File: config.mk
export PLATFORM = sky130hd
export DESIGN_NAME = pipelined_adder_flat
export DESIGN_NICKNAME = d
export VERILOG_FILES = /design/src/rtl/pipelined_adder_if.sv /design/src/rtl/pipelined_adder.sv /design/src/flat_wrapper.sv
export SDC_FILE = /design/constraint.sdc
export NUM_CORES = 1
export LEC_CHECK = 0
export ABC_AREA = 1
export ABC_CLOCK_PERIOD_IN_PS = 4010
export CAP_MARGIN = 10
export CORE_MARGIN = 5
export CORE_UTILIZATION = 35
export DETAILED_ROUTE_END_ITERATION = 12
export GPL_TIMING_DRIVEN = 0
export MAX_ROUTING_LAYER = met4
export PLACE_DENSITY_LB_ADDON = 0.15
export SKIP_CTS_REPAIR_TIMING = 1
export SKIP_LAST_GASP = 1
export SLEW_MARGIN = 10
export SYNTH_ARGS = -nofsm -noshare
export SYNTH_HDL_FRONTEND = slang
export SYNTH_SLANG_ARGS = --single-unit
export TNS_END_PERCENT = 20
File: constraint.sdc
create_clock -name clk -period 4.01 [get_ports clk]
set_input_delay 0.401 -clock clk [delete_from_list [all_inputs] [get_ports clk]]
set_output_delay 0.401 -clock clk [all_outputs]
set_load 0.05 [all_outputs]
File: src/rtl/pipelined_adder_if.sv
// Operand/result handshake bundle for pipelined_adder.
// master = operand producer and result consumer; slave = the adder.
interface pipelined_adder_if #(
    parameter int WIDTH = 16
);
    logic             in_valid;
    logic             in_ready;
    logic [WIDTH-1:0] a;
    logic [WIDTH-1:0] b;
    logic             cin;
    logic             out_valid;
    logic             out_ready;
    logic [WIDTH-1:0] sum;
    logic             cout;

    modport master (
        output in_valid, a, b, cin, out_ready,
        input  in_ready, out_valid, sum, cout
    );

    modport slave (
        input  in_valid, a, b, cin, out_ready,
        output in_ready, out_valid, sum, cout
    );
endinterface

File: src/rtl/pipelined_adder.sv
// Pipelined ripple-carry adder, one CHUNK-bit slice per stage.
// Latency STAGES cycles of occupancy; one result per cycle at full rate.
// Backpressure: bubble-collapsing stall; in_ready drops only when all stages hold results.
module pipelined_adder #(
    parameter int WIDTH  = 16,
    parameter int STAGES = 4
) (
    input  logic             clk,
    input  logic             rst,
    pipelined_adder_if.slave io
);
    localparam int CHUNK = WIDTH / STAGES;

    logic [STAGES-1:0] v;
    logic [STAGES-1:0] en;
    logic [STAGES-1:0] c_q;
    logic [WIDTH-1:0]  s_q [STAGES];
    logic [WIDTH-1:0]  a_q [STAGES];
    logic [WIDTH-1:0]  b_q [STAGES];

    // What each stage would load: previous stage's registers, or the inputs for stage 0.
    logic [STAGES-1:0] src_v;
    logic [STAGES-1:0] src_c;
    logic [WIDTH-1:0]  src_s [STAGES];
    logic [WIDTH-1:0]  src_a [STAGES];
    logic [WIDTH-1:0]  src_b [STAGES];

    logic [STAGES-1:0] nxt_c;
    logic [WIDTH-1:0]  nxt_s [STAGES];

    for (genvar k = 0; k < STAGES; k++) begin : g_src
        if (k == 0) begin : g_first
            assign src_v[k] = io.in_valid;
            assign src_c[k] = io.cin;
            assign src_s[k] = '0;
            assign src_a[k] = io.a;
            assign src_b[k] = io.b;
        end else begin : g_rest
            assign src_v[k] = v[k-1];
            assign src_c[k] = c_q[k-1];
            assign src_s[k] = s_q[k-1];
            assign src_a[k] = a_q[k-1];
            assign src_b[k] = b_q[k-1];
        end
    end

    // Stage k may advance if it, or any stage after it, is empty, or the consumer takes the head.
    always_comb begin
        logic all_v;
        all_v = 1'b1;
        en    = '0;
        for (int k = STAGES - 1; k >= 0; k--) begin
            all_v = all_v & v[k];
            en[k] = !all_v || io.out_ready;
        end
    end

    always_comb begin
        logic c;
        logic x;
        logic y;
        c = 1'b0;
        x = 1'b0;
        y = 1'b0;
        nxt_c = '0;
        for (int k = 0; k < STAGES; k++) begin
            nxt_s[k] = src_s[k];
            c        = src_c[k];
            for (int i = 0; i < CHUNK; i++) begin
                x = src_a[k][k*CHUNK + i];
                y = src_b[k][k*CHUNK + i];
                nxt_s[k][k*CHUNK + i] = x ^ y ^ c;
                c = (x & y) | (y & c) | (c & x);
            end
            nxt_c[k] = c;
        end
    end

    always_ff @(posedge clk) begin
        if (rst) begin
            v   <= '0;
            c_q <= '0;
            for (int k = 0; k < STAGES; k++) begin
                s_q[k] <= '0;
                a_q[k] <= '0;
                b_q[k] <= '0;
            end
        end else begin
            for (int k = 0; k < STAGES; k++) begin
                if (en[k]) begin
                    v[k]   <= src_v[k];
                    c_q[k] <= nxt_c[k];
                    s_q[k] <= nxt_s[k];
                    a_q[k] <= src_a[k];
                    b_q[k] <= src_b[k];
                end
            end
        end
    end

    assign io.in_ready  = en[0];
    assign io.out_valid = v[STAGES-1];
    assign io.sum       = s_q[STAGES-1];
    assign io.cout      = c_q[STAGES-1];
endmodule

File: src/flat_wrapper.sv
// flat-port wrapper written by rule: the top's interface ports become plain ports
module pipelined_adder_flat 
#(
    parameter int WIDTH  = 16,
    parameter int STAGES = 4
)
  (clk, rst, io_in_valid, io_a, io_b, io_cin, io_out_ready, io_in_ready, io_out_valid, io_sum, io_cout);
  pipelined_adder_if #(.WIDTH(WIDTH)) io_i ();
  input  logic clk;
  input  logic rst;
  input wire logic [$bits(io_i.in_valid)-1:0] io_in_valid;
  input wire logic [$bits(io_i.a)-1:0] io_a;
  input wire logic [$bits(io_i.b)-1:0] io_b;
  input wire logic [$bits(io_i.cin)-1:0] io_cin;
  input wire logic [$bits(io_i.out_ready)-1:0] io_out_ready;
  output wire logic [$bits(io_i.in_ready)-1:0] io_in_ready;
  output wire logic [$bits(io_i.out_valid)-1:0] io_out_valid;
  output wire logic [$bits(io_i.sum)-1:0] io_sum;
  output wire logic [$bits(io_i.cout)-1:0] io_cout;
  assign io_i.in_valid = io_in_valid;
  assign io_i.a = io_a;
  assign io_i.b = io_b;
  assign io_i.cin = io_cin;
  assign io_i.out_ready = io_out_ready;
  assign io_in_ready = io_i.in_ready;
  assign io_out_valid = io_i.out_valid;
  assign io_sum = io_i.sum;
  assign io_cout = io_i.cout;
  pipelined_adder #(.WIDTH(WIDTH), .STAGES(STAGES)) u_core (.clk(clk), .rst(rst), .io(io_i));
endmodule
==> results.txt, run 1 <==
----------------------------------------------------
[Timing]
  Final Setup Violations ... 0
  Slew Limit Headroom ... 24.1%
  Number of hold violations in the final report ... 0
  Worst slack on hold paths ... 0.458 ns
  Worst Tran Pin Value ... 1.14 ns
  PnR worst setup slack ... 0.830 ns
  Maximum operating frequency ... 314 MHz
  Share of the clock period used by the worst path after layout ... 79.3%
  Setup_tns ... 0 ns
  RSZ-0062 raised after global routing ... false
  Final-report max-slew violation count ... 0
  Min Tclk post-route ... 3.18 ns
  Final clock skew ... 0.00422 ns

[Power]
  Standby leakage power ... 2.20 nW
  Fraction of power consumed by combinational cells ... 8.2%
  IR drop worst, VDD ... 171 uV
  Net load switching power ... 0.446 mW
  Power per standard cell area ... 412 nW/um2
  Cell Int Power ... 1.66 mW
  Part of the total power dissipated in the clock network ... 36.8%
  Flop pwr share ... 55.0%
  Overall power of the completed layout ... 2.10 mW
  Fraction of power spent switching nets ... 21.2%

[Clock tree]
  Max H-tree Level ... 3
  Clock root buffer master ... sky130_fd_sc_hd__clkbuf_16
  CTS tree ... built
  Number of clock sinks seen by CTS ... 96
  Bufs on Longest Clock Path ... 2
  Total CTS buffers ... 9
  Clk slew on worst S/H paths ... 0.06 ns
  Clock latency reported for the late side of the worst-skew pair ... 0.34 ns

[Placement]
  Input/output buffers ... 55
  Post-Place Setup Slack ... 0.343 ns
  Cells after DPL ... 550
  Global placer's final weighted congestion ... 0.778
  Detailed placement HPWL ... 4400 um
  Placed cell areas ... 4850 um2

[Global routing]
  GR Layer Usage met2 ... 14.1%
  Global route hottest layer ... met2
  Overall routing resource usage ... 9.67%
  Number of global-route vias before repair ... 2289
  First-pass GRT wire length ... 10500 um
  Pin count of the biggest net entering global routing ... 29
  Initial antenna violation count ... 0
  GRT Residual Overflow ... 0
  GR met1 Demand/Resource ... 11.7%
  Met3 usage ... 2.87%

[Synthesis]
  Cell area after synthesis ... 4120 um2
  Xor/xnor share of the synthesized area ... 0%
  Fraction of synthesized cell area taken by the top area cell type ... 64.1%
  Post-synthesis cell type count ... 20
  Number of warnings printed during yosys synthesis ... 0
  Average cell area after synthesis ... 11.7 um2
  Post-synthesis simple-gate area fraction ... 11.2%
  Synthesized instance count ... 352
  Yosys reg bits ... 96
  Arithmetic-cell share of the synthesized area counting full adders, half adders and majority gates ... 7.77%
  Multiplexer area fraction after synthesis ... 0%
  Cell taking the most area after synthesis ... sky130_fd_sc_hd__edfxtp_1
  Most area-consuming cells after synthesis ... sky130_fd_sc_hd__edfxtp_1, sky130_fd_sc_hd__inv_1, sky130_fd_sc_hd__nor2_1
  Number of nets in the synthesized netlist ... 405
  Dominant combinational cell family by area after synthesis ... buffers and inverters
  Share of the synthesized area in compound gates (AO/OA/AOI/OAI) ... 0.820%
  Sequential fraction of the synthesis area ... 68.0%

[Finish]
  Fill cell instance count of the final layout ... 1098
  Top library cells by usage in the layout, fill and taps aside ... sky130_fd_sc_hd__inv_1, sky130_fd_sc_hd__nor2_1, sky130_fd_sc_hd__edfxtp_1
  Area growth from synthesis to final layout ... 24.1%
  Diodes inserted ... 0
  Number of nets at the end of the flow ... 471
  Share of layout cells above drive strength 1 ... 5.91%
  Number of standard cells in the final layout excluding fillers ... 566
  Most frequent standard cell in the layout excluding fill and tap cells ... sky130_fd_sc_hd__inv_1
  Finished Core Util ... 44.6%
  Final standard cell area without fillers ... 5110 um2

[Die]
  Number of placement rows ... 39
  DIE AREA ... 14000 um2
  Initial standard-cell utilization of the core ... 35.9%
  Core Region ... 11500 um2
  DIE WIDTH ... 119 um
  Number of top-level pins ... 56
  Y dimension of the die ... 119 um

[Drt]
  Number of iterations in the first detailed-routing pass ... 4
  Drt total wl ... 5960 um
  Violation count after the first detailed-routing iteration ... 104
  Number of antenna-violating nets in the routed design ... 0
  Wire length per cell ... 10.5 um
  Number of vias after detailed routing ... 2223
  Average via count per standard cell ... 3.93
  DRC errors left ... 0

[Setup path]
  Crit. End Element ... flip-flop
  Worst Path Class, Setup ... input port to flip-flop
  CP Launch Type ... input port
  Critical Path RT ... 3.83 ns
  Data arrival time of the critical path ... 3.00 ns
  Critical-path maximum fanout ... 28

[Hold path]
  Type of the worst min-delay path ... flip-flop to flip-flop

[Outcome]
  Status ... finished clean

[Run]
  Max-capacitance violation count ... 0

----------------------------------------------------
layout make-up:
cell class                      count  area [um2]  share of cell area, %
Clock inverter                      1        5.00                 0.0979
Buffer                              8        73.8                   1.44
Clock buffer                       15         258                   5.04
Inverter                          114         428                   8.37
Multi-Input combinational cell    134         817                   16.0
Timing Repair Buffer               55         551                   10.8
Tap cell                          143         179                   3.50
Sequential cell                    96        2800                   54.8
synthesized netlist by cell type:
master	n
sky130_fd_sc_hd__buf_4	1
sky130_fd_sc_hd__nand2_2	1
sky130_fd_sc_hd__inv_1	113
sky130_fd_sc_hd__buf_6	5
sky130_fd_sc_hd__nand3_4	1
sky130_fd_sc_hd__nand2_1	12
sky130_fd_sc_hd__buf_2	2
sky130_fd_sc_hd__fa_1	16
sky130_fd_sc_hd__nand4_1	1
sky130_fd_sc_hd__nor2_4	1
sky130_fd_sc_hd__inv_2	1
sky130_fd_sc_hd__nand3_1	4
sky130_fd_sc_hd__nand2_4	1
sky130_fd_sc_hd__o21ai_0	4
sky130_fd_sc_hd__o21ai_2	1
sky130_fd_sc_hd__edfxtp_1	88
sky130_fd_sc_hd__a21oi_1	1
sky130_fd_sc_hd__dfxtp_1	8
sky130_fd_sc_hd__nor2_1	90
sky130_fd_sc_hd__nand3b_1	1
metal layers:
metal  wire, um  share of wire [%]
met1       2770                 47
met2       2680                 45
met3        321                5.4
met4        182                3.1
met5          0                  0
critical path: stages:
cell	delay, ns
sky130_fd_sc_hd__clkdlybuf4s50_1	0.53
sky130_fd_sc_hd__nor2_4	0.26
sky130_fd_sc_hd__nand3_1	0.82
sky130_fd_sc_hd__inv_1	0.28
sky130_fd_sc_hd__nand2_1	0.70
worst paths after layout:
| kind | cells after the start | end | slack [ns] | startpoint |
|---|---|---|---|---|
| min | 2 | u_core.c_q[1] | 0.46 | u_core.c_q[1] |
| max | 5 | u_core.b_q[0][12] | 0.83 | io_out_ready |
| min reg2reg | 2 | u_core.c_q[1] | 0.46 | u_core.c_q[1] |
| max reg2reg | 5 | u_core.b_q[0][12] | 1.01 | u_core.v[3] |
kinds of logic after synthesis:
family / count (synthesis)
adders and majority gates: 16
and+or+nand+nor: 112
buffers and inverters: 122
AOI/OAI and AO/OA: 6
DFF: 96
power by group through the flow:
stage	Sequential (mW)	Combinational [mW]	Clock, mW
6_report	1.16	0.173	0.775
4_1_cts	1.16	0.176	0.795
3_3_place_gp	1.18	0.173	0
5_1_grt	1.16	0.197	0.836
3_5_place_dp	1.18	0.175	0
2_1_floorplan	1.20	0.0780	0
registers in the layout, indices dropped and copies added, names as in the netlist:
register    cells
u_core.b_q     24
u_core.v        4
u_core.s_q     40
u_core.a_q     24
u_core.c_q      4
Note: power is estimated with default switching activity, not from simulation.
==> inputs of run 2 (changes only) <==
--- a/config.mk
+++ b/config.mk
@@ -6,7 +6,7 @@
 export NUM_CORES = 1
 export LEC_CHECK = 0
 export ABC_AREA = 1
-export ABC_CLOCK_PERIOD_IN_PS = 4010
+export ABC_CLOCK_PERIOD_IN_PS = 2700
 export CAP_MARGIN = 10
 export CORE_MARGIN = 5
 export CORE_UTILIZATION = 35
==> constraint.sdc (replaced) <==
create_clock -name clk -period 2.7 [get_ports clk]
set_input_delay 0.27 -clock clk [delete_from_list [all_inputs] [get_ports clk]]
set_output_delay 0.27 -clock clk [all_outputs]
set_load 0.05 [all_outputs]
==> results.txt, run 2 (synthesized netlist as in run 1, its figures left out) <==
----------------------------------------------------
[Finish]
  Most frequent standard cell in the layout excluding fill and tap cells ... sky130_fd_sc_hd__inv_1
  Diodes inserted ... 0 (unchanged)
  Share of layout cells above drive strength 1 ... 7.33% (+1.4 points)
  Top library cells by usage in the layout, fill and taps aside ... sky130_fd_sc_hd__inv_1, sky130_fd_sc_hd__nor2_1, sky130_fd_sc_hd__edfxtp_1
  Finished Core Util ... 45.2% (+0.56 points)
  Number of standard cells in the final layout excluding fillers ... 566 (unchanged)
  Max reg flops ... 40 (unchanged)
  Largest registers ranked by flip-flop count ... u_core.s_q (40), u_core.a_q (24), u_core.b_q (24)
  Top register by number of flip-flops ... u_core.s_q
  Number of nets at the end of the flow ... 471 (unchanged)
  Area growth from synthesis to final layout ... 25.6%

[Power]
  Standby leakage power ... 2.23 nW (+1.5%)
  Fraction of power spent switching nets ... 20.0% (-1.2 points)
  Fraction of power consumed by combinational cells ... 7.8% (-0.4 points)
  Flop pwr share ... 52.3% (-2.7 points)
  IR drop worst, VDD ... 251 uV (+46%)
  Power per standard cell area ... 635 nW/um2 (+54%)
  Cell Int Power ... 2.63 mW (+59%)
  Net load switching power ... 0.657 mW (+47%)
  Part of the total power dissipated in the clock network ... 40.0% (+3.2 points)

[Drt]
  DRC errors left ... 0 (unchanged)
  Violation count after the first detailed-routing iteration ... 94 (-9.6%)
  Wire length per cell ... 10.2 um (-3.2%)
  Number of iterations in the first detailed-routing pass ... 6 (+2)
  Number of vias after detailed routing ... 2217 (-0.27%)
  Drt total wl ... 5770 um (-3.2%)
  Number of antenna-violating nets in the routed design ... 0 (unchanged)
  Average via count per standard cell ... 3.92 (-0.27%)

[Global routing]
  Number of global-route vias before repair ... 2320 (+1.4%)
  GR met1 Demand/Resource ... 11.9% (+0.21 points)
  Global route hottest layer ... met2
  GRT Residual Overflow ... 0 (unchanged)
  GR Layer Usage met2 ... 13.7% (-0.39 points)
  Initial antenna violation count ... 0 (unchanged)
  Pin count of the biggest net entering global routing ... 29 (unchanged)
  Met3 usage ... 2.72% (-0.14 points)
  First-pass GRT wire length ... 10500 um (unchanged)
  Overall routing resource usage ... 9.53% (-0.14 points)

[Placement]
  Detailed placement HPWL ... 4300 um (-2.1%)
  Cells after DPL ... 550 (unchanged)
  Input/output buffers ... 55 (unchanged)
  Global placer's final weighted congestion ... 0.766 (-1.6%)

[Timing]
  Share of the clock period used by the worst path after layout ... 85.8%
  Final-report max-slew violation count ... 0 (unchanged)
  RSZ-0062 raised after global routing ... false
  Slew Limit Headroom ... 45.0% (+21 points)
  Final clock skew ... 0.00262 ns (-0.00160 ns)
  Maximum operating frequency ... 432 MHz
  Worst Tran Pin Value ... 0.824 ns (-0.312 ns)
  Min Tclk post-route ... 2.32 ns
  Number of hold violations in the final report ... 0 (unchanged)
  Final Setup Violations ... 0 (unchanged)

[Setup path]
  Crit. End Element ... flip-flop
  Critical-path maximum fanout ... 1 (-96%)
  Worst Path Class, Setup ... flip-flop to flip-flop
  Cell with the biggest individual delay on the critical path ... sky130_fd_sc_hd__fa_1
  Number of buffer and inverter stages on the critical path ... 3 (+1)
  CP Launch Type ... flip-flop
  Data arrival time of the critical path ... 2.50 ns (-0.50 ns)
  Cell repeated most along the worst path ... sky130_fd_sc_hd__fa_1
  Slowest Stage Delay on Critical Path ... 0.45 ns (-0.37 ns)
  Critical Path RT ... 2.89 ns (-0.94 ns)
  Crit-path leading delay family ... adder cells
  List of cells traversed by the critical path ... inv_1, fa_1, inv_1, fa_1, fa_1, inv_1, fa_1, nor2_1

[Clock tree]
  Clock root buffer master ... sky130_fd_sc_hd__clkbuf_16
  Clock latency reported for the late side of the worst-skew pair ... 0.33 ns (about the same)
  Number of clock sinks seen by CTS ... 96 (unchanged)
  Bufs on Longest Clock Path ... 2 (unchanged)
  Max H-tree Level ... 3 (unchanged)
  Clk slew on worst S/H paths ... 0.06 ns (about the same)
  Total CTS buffers ... 9 (unchanged)
  CTS tree ... built

[Die]
  DIE AREA ... 14000 um2 (unchanged)
  Initial standard-cell utilization of the core ... 35.9% (unchanged)
  Number of placement rows ... 39 (unchanged)
  Number of top-level pins ... 56 (unchanged)
  DIE WIDTH ... 119 um (unchanged)
  Core Region ... 11500 um2 (unchanged)
  Y dimension of the die ... 119 um (unchanged)

[Hold path]
  Type of the worst min-delay path ... flip-flop to flip-flop

[Run]
  Max-capacitance violation count ... 0 (unchanged)

[Outcome]
  Status ... finished clean

----------------------------------------------------
==> run 2: stage by stage <==
step                      setup TNS (ns)  power, mW  area, um2  setup slack (ns)  hold WS (ns)
after floorplan                        0       1.90       4130             0.183         0.339
after global routing                   0       3.43       5180             0.162         0.481
after detailed placement          -10.44       2.01       4860            -0.373         0.442
after CTS                         -0.615       3.33       5170           -0.0247         0.451
final                                  0       3.29       5180             0.383         0.448
after global placement            -10.59       2.01       4860            -0.379         0.436
==> run 2: final timing paths <==
| path | from | endpoint | slack [ns] | cells past startpoint |
|---|---|---|---|---|
| max reg2reg | u_core.a_q[0][4] | u_core.s_q[1][7] | 0.38 | 8 |
| min | u_core.v[2] | u_core.v[3] | 0.45 | 2 |
| min reg2reg | u_core.v[2] | u_core.v[3] | 0.45 | 2 |
| max | u_core.a_q[0][4] | u_core.s_q[1][7] | 0.38 | 8 |
==> run 2: power groups by stage <==
| stage | clock [mW] | sequential, mW | combinational (mW) |
|---|---|---|---|
| 3_5_place_dp | 0 | 1.75 | 0.259 |
| 3_3_place_gp | 0 | 1.75 | 0.258 |
| 2_1_floorplan | 0 | 1.78 | 0.116 |
| 6_report | 1.31 | 1.72 | 0.255 |
| 5_1_grt | 1.41 | 1.73 | 0.291 |
| 4_1_cts | 1.35 | 1.72 | 0.261 |
==> run 2: layout make-up <==
type	instances	area, um2
tap	143	179
multi-input combinational	134	825
sequential	96	2800
fill	1139	6290
clock inverter	2	35.0
clock buffer	14	284
timing repair buffer	55	551
inverter	114	428
buffer	8	73.8
==> run 2: worst reg2reg max path, cell delays in order (launching register included) <==
cell	delay, ns
sky130_fd_sc_hd__edfxtp_1	0.36
sky130_fd_sc_hd__inv_1	0.09
sky130_fd_sc_hd__fa_1	0.16
sky130_fd_sc_hd__inv_1	0.06
sky130_fd_sc_hd__fa_1	0.45
sky130_fd_sc_hd__fa_1	0.42
sky130_fd_sc_hd__inv_1	0.10
sky130_fd_sc_hd__fa_1	0.40
sky130_fd_sc_hd__nor2_1	0.13
==> run 2: layer usage <==
| layer | share of wire, % | vias up |
|---|---|---|
| met5 | 0 | - |
| met4 | 2.8 | 0 |
| met3 | 4.9 | 11 |
| met2 | 43 | 60 |
| met1 | 49 | 964 |
| li1 | - | 1182 |
==> RTL edit, RTL diff (settings of run 1) <==
`WIDTH` is set to 16 in 3 places; all go to 12.
--- a/src/rtl/pipelined_adder_if.sv
+++ b/src/rtl/pipelined_adder_if.sv
@@ -2,5 +2,5 @@
 // master = operand producer and result consumer; slave = the adder.
 interface pipelined_adder_if #(
-    parameter int WIDTH = 16
+    parameter int WIDTH = 12
 );
     logic             in_valid;
--- a/src/rtl/pipelined_adder.sv
+++ b/src/rtl/pipelined_adder.sv
@@ -3,5 +3,5 @@
 // Backpressure: bubble-collapsing stall; in_ready drops only when all stages hold results.
 module pipelined_adder #(
-    parameter int WIDTH  = 16,
+    parameter int WIDTH  = 12,
     parameter int STAGES = 4
 ) (
--- a/src/flat_wrapper.sv
+++ b/src/flat_wrapper.sv
@@ -2,5 +2,5 @@
 module pipelined_adder_flat 
 #(
-    parameter int WIDTH  = 16,
+    parameter int WIDTH  = 12,
     parameter int STAGES = 4
 )
Ports: changed (resized io_a, io_b and io_sum); port bits go from 56 to 44. The function was not compared with the original's and may differ.
==> RTL edit against run 1 <==
Worst setup slack improved by 340 ps. Clock power decreased by 13%. Register-to-register slack improved by 420 ps. Via count decreased by 23%. Largest power group unchanged. Sequential share of layout area decreased by 1.1 points. Area after synthesis decreased by 23%. Die area decreased by 21%. Design area decreased by 22%. Wire length decreased by 26%. Synthesized cell count decreased by 20%. Power decreased by 20%. Sequential cell count decreased by 22. Sequential power decreased by 24%.
==> RTL edit: results (changes against run 1) <==
Setup Skew = 3.75 ps (was 4.22 ps)
leading post-synthesis cells by cell area = edfxtp_1 62%, inv_1 11%, nor2_1 8.0%, fa_1 7.5%, dfxtp_1 5.0% (was edfxtp_1 64%, inv_1 10%, nor2_1 8.2%, fa_1 7.8%, dfxtp_1 3.9%)
EDFF count, synth = 66 (was 88)
worst-margin pin slew = 863 ps (was 1140 ps)
placer congestion estimate = 0.681 (was 0.778)
top cell type's share of synthesized area = 62.1% (was 64.1%)
vias in the first global route = 1687 (was 2289)
DP HPWL = 3220 um (was 4400 um)
peak supply drop = 0.185 mV (was 0.171 mV)
largest net degree at the start of global routing = 22 (was 29)
Worst setup endpoint = u_core.a_q[0][9]$_SDFFCE_PN0P_ (was u_core.b_q[0][12]$_SDFFCE_PN0P_)
TritonRoute pass-1 iters = 4 (unchanged)
vias per inst = 3.82 (was 3.93)
Worst Hold Launch = u_core.v[2]$_SDFFE_PP0P_ (was u_core.c_q[1]$_SDFFE_PP0P_)
nets = 375 (was 471)
Seq/Total Area, Yosys = 67.1% (was 68.0%)
Initial DRC Count = 64 (was 104)
biggest regs = u_core.s_q x30, u_core.a_q x18, u_core.b_q x18 (was u_core.s_q x40, u_core.a_q x24, u_core.b_q x24)
CP peak stage delay = 640 ps (was 820 ps)
outcome = finished clean (unchanged)
worst slack, placed = 754 ps (was 343 ps)
count of cell types in the netlist = 20 (unchanged)
Clock Path Buffers = 2 (unchanged)
CP Data Arrival Time = 2730 ps (was 3000 ps)
share of layout cells above drive strength 1 = 7.96% (was 5.91%)
Commonest cells post-synth = 91 x inv_1, 68 x nor2_1, 66 x edfxtp_1 (was 113 x inv_1, 90 x nor2_1, 88 x edfxtp_1)
critical path peak fanout = 21 (was 28)
clk root buf = clkbuf_8 (was clkbuf_16)
Filler Cell Count = 848 (was 1098)
GRT Util Overall = 9.31% (was 9.67%)
slowest CP cell = nand3_1 (unchanged)
flop2flop setup slack = 1430 ps (was 1010 ps)
htree depth = 3 (unchanged)
Crit. Startpoint = rst (was io_out_ready)
Wirelength per Cell = 9.87 um (was 10.5 um)
final cycle utilization of the critical path = 70.8% (was 79.3%)
leakage = 1.72 nW (was 2.20 nW)
first-pass GRT wire length = 7780 um (was 10500 um)
Mapped Nets = 321 (was 405)
## RTL edit: cell count changes in the layout (fill, tap and decap cells not counted), sizes merged, moves of 4 or more
cell / change
clkdlybuf4s50: -12
inv: -22
edfxtp: -22
clkbuf: -6
nor2: -22
fa: -4
## RTL edit: final cells by class
cell class / count / area (um^2) / area share, %
plain buffers: 6 / 48.8 / 1.22
clock buffers: 9 / 124 / 3.10
clock inverters: 7 / 108 / 2.70
inverters: 92 / 345 / 8.65
multi-input cells: 108 / 657 / 16.5
flip-flops and latches: 74 / 2140 / 53.7
well taps: 108 / 135 / 3.39
repair buffers: 43 / 430 / 10.8
## RTL edit: metrics by stage
stage               instances  util (%)  total power (W)  cell area, um^2  hold WS (ps)
floorplan                 280         -         0.000982             3190           419
global placement          431      42.7          0.00104             3760           438
detailed placement        431      42.7          0.00104             3760           435
CTS                       447      45.3          0.00171             3990           457
global route              447      45.3          0.00176             3990           485
finish                    447      45.3          0.00169             3990           456
## RTL edit: report_power, final
part | internal, W | switching [W] | total (W)
clock network | 0.000407 | 0.000266 | 0.000673
logic | 0.0000609 | 0.0000712 | 0.000132
registers | 0.000876 | 0.0000111 | 0.000887
## RTL edit: cells by family after synthesis
family / Yosys count / share of synthesized area (%)
buffers and inverters: 98 / 12.3
and+or+nand+nor: 90 / 12.0
AOI/OAI and AO/OA: 6 / 1.06
DFF: 74 / 67.1
adders and majority gates: 12 / 7.52
## RTL edit: per-layer routing
layer  up-vias  share of wire [%]  global-route usage (%)
met4         0                2.7                    5.83
met3        12                5.0                    2.75
met1       715                 48                    11.6
li1        939                  -                       -
met2        43                 44                    13.3
met5         -                  0                       -
## RTL edit: worst register-to-register path, stage by stage (launching register included)
cell	delay, ps
dfxtp_1	370
nand2_1	130
nor2_4	200
nand3_1	640
inv_1	250
nand2_1	540
## RTL edit: worst min-delay path by stage
| stage | end | depth (start not counted) |
|---|---|---|
| 6_report | u_core.v[3]$_SDFFE_PP0P_ | 2 |
| 5_1_grt | u_core.v[3]$_SDFFE_PP0P_ | 2 |
| 4_1_cts | u_core.v[3]$_SDFFE_PP0P_ | 2 |
| 3_5_place_dp | u_core.c_q[1]$_SDFFE_PP0P_ | 2 |
| 3_3_place_gp | u_core.c_q[1]$_SDFFE_PP0P_ | 2 |
| 2_1_floorplan | u_core.c_q[1]$_SDFFE_PP0P_ | 2 |
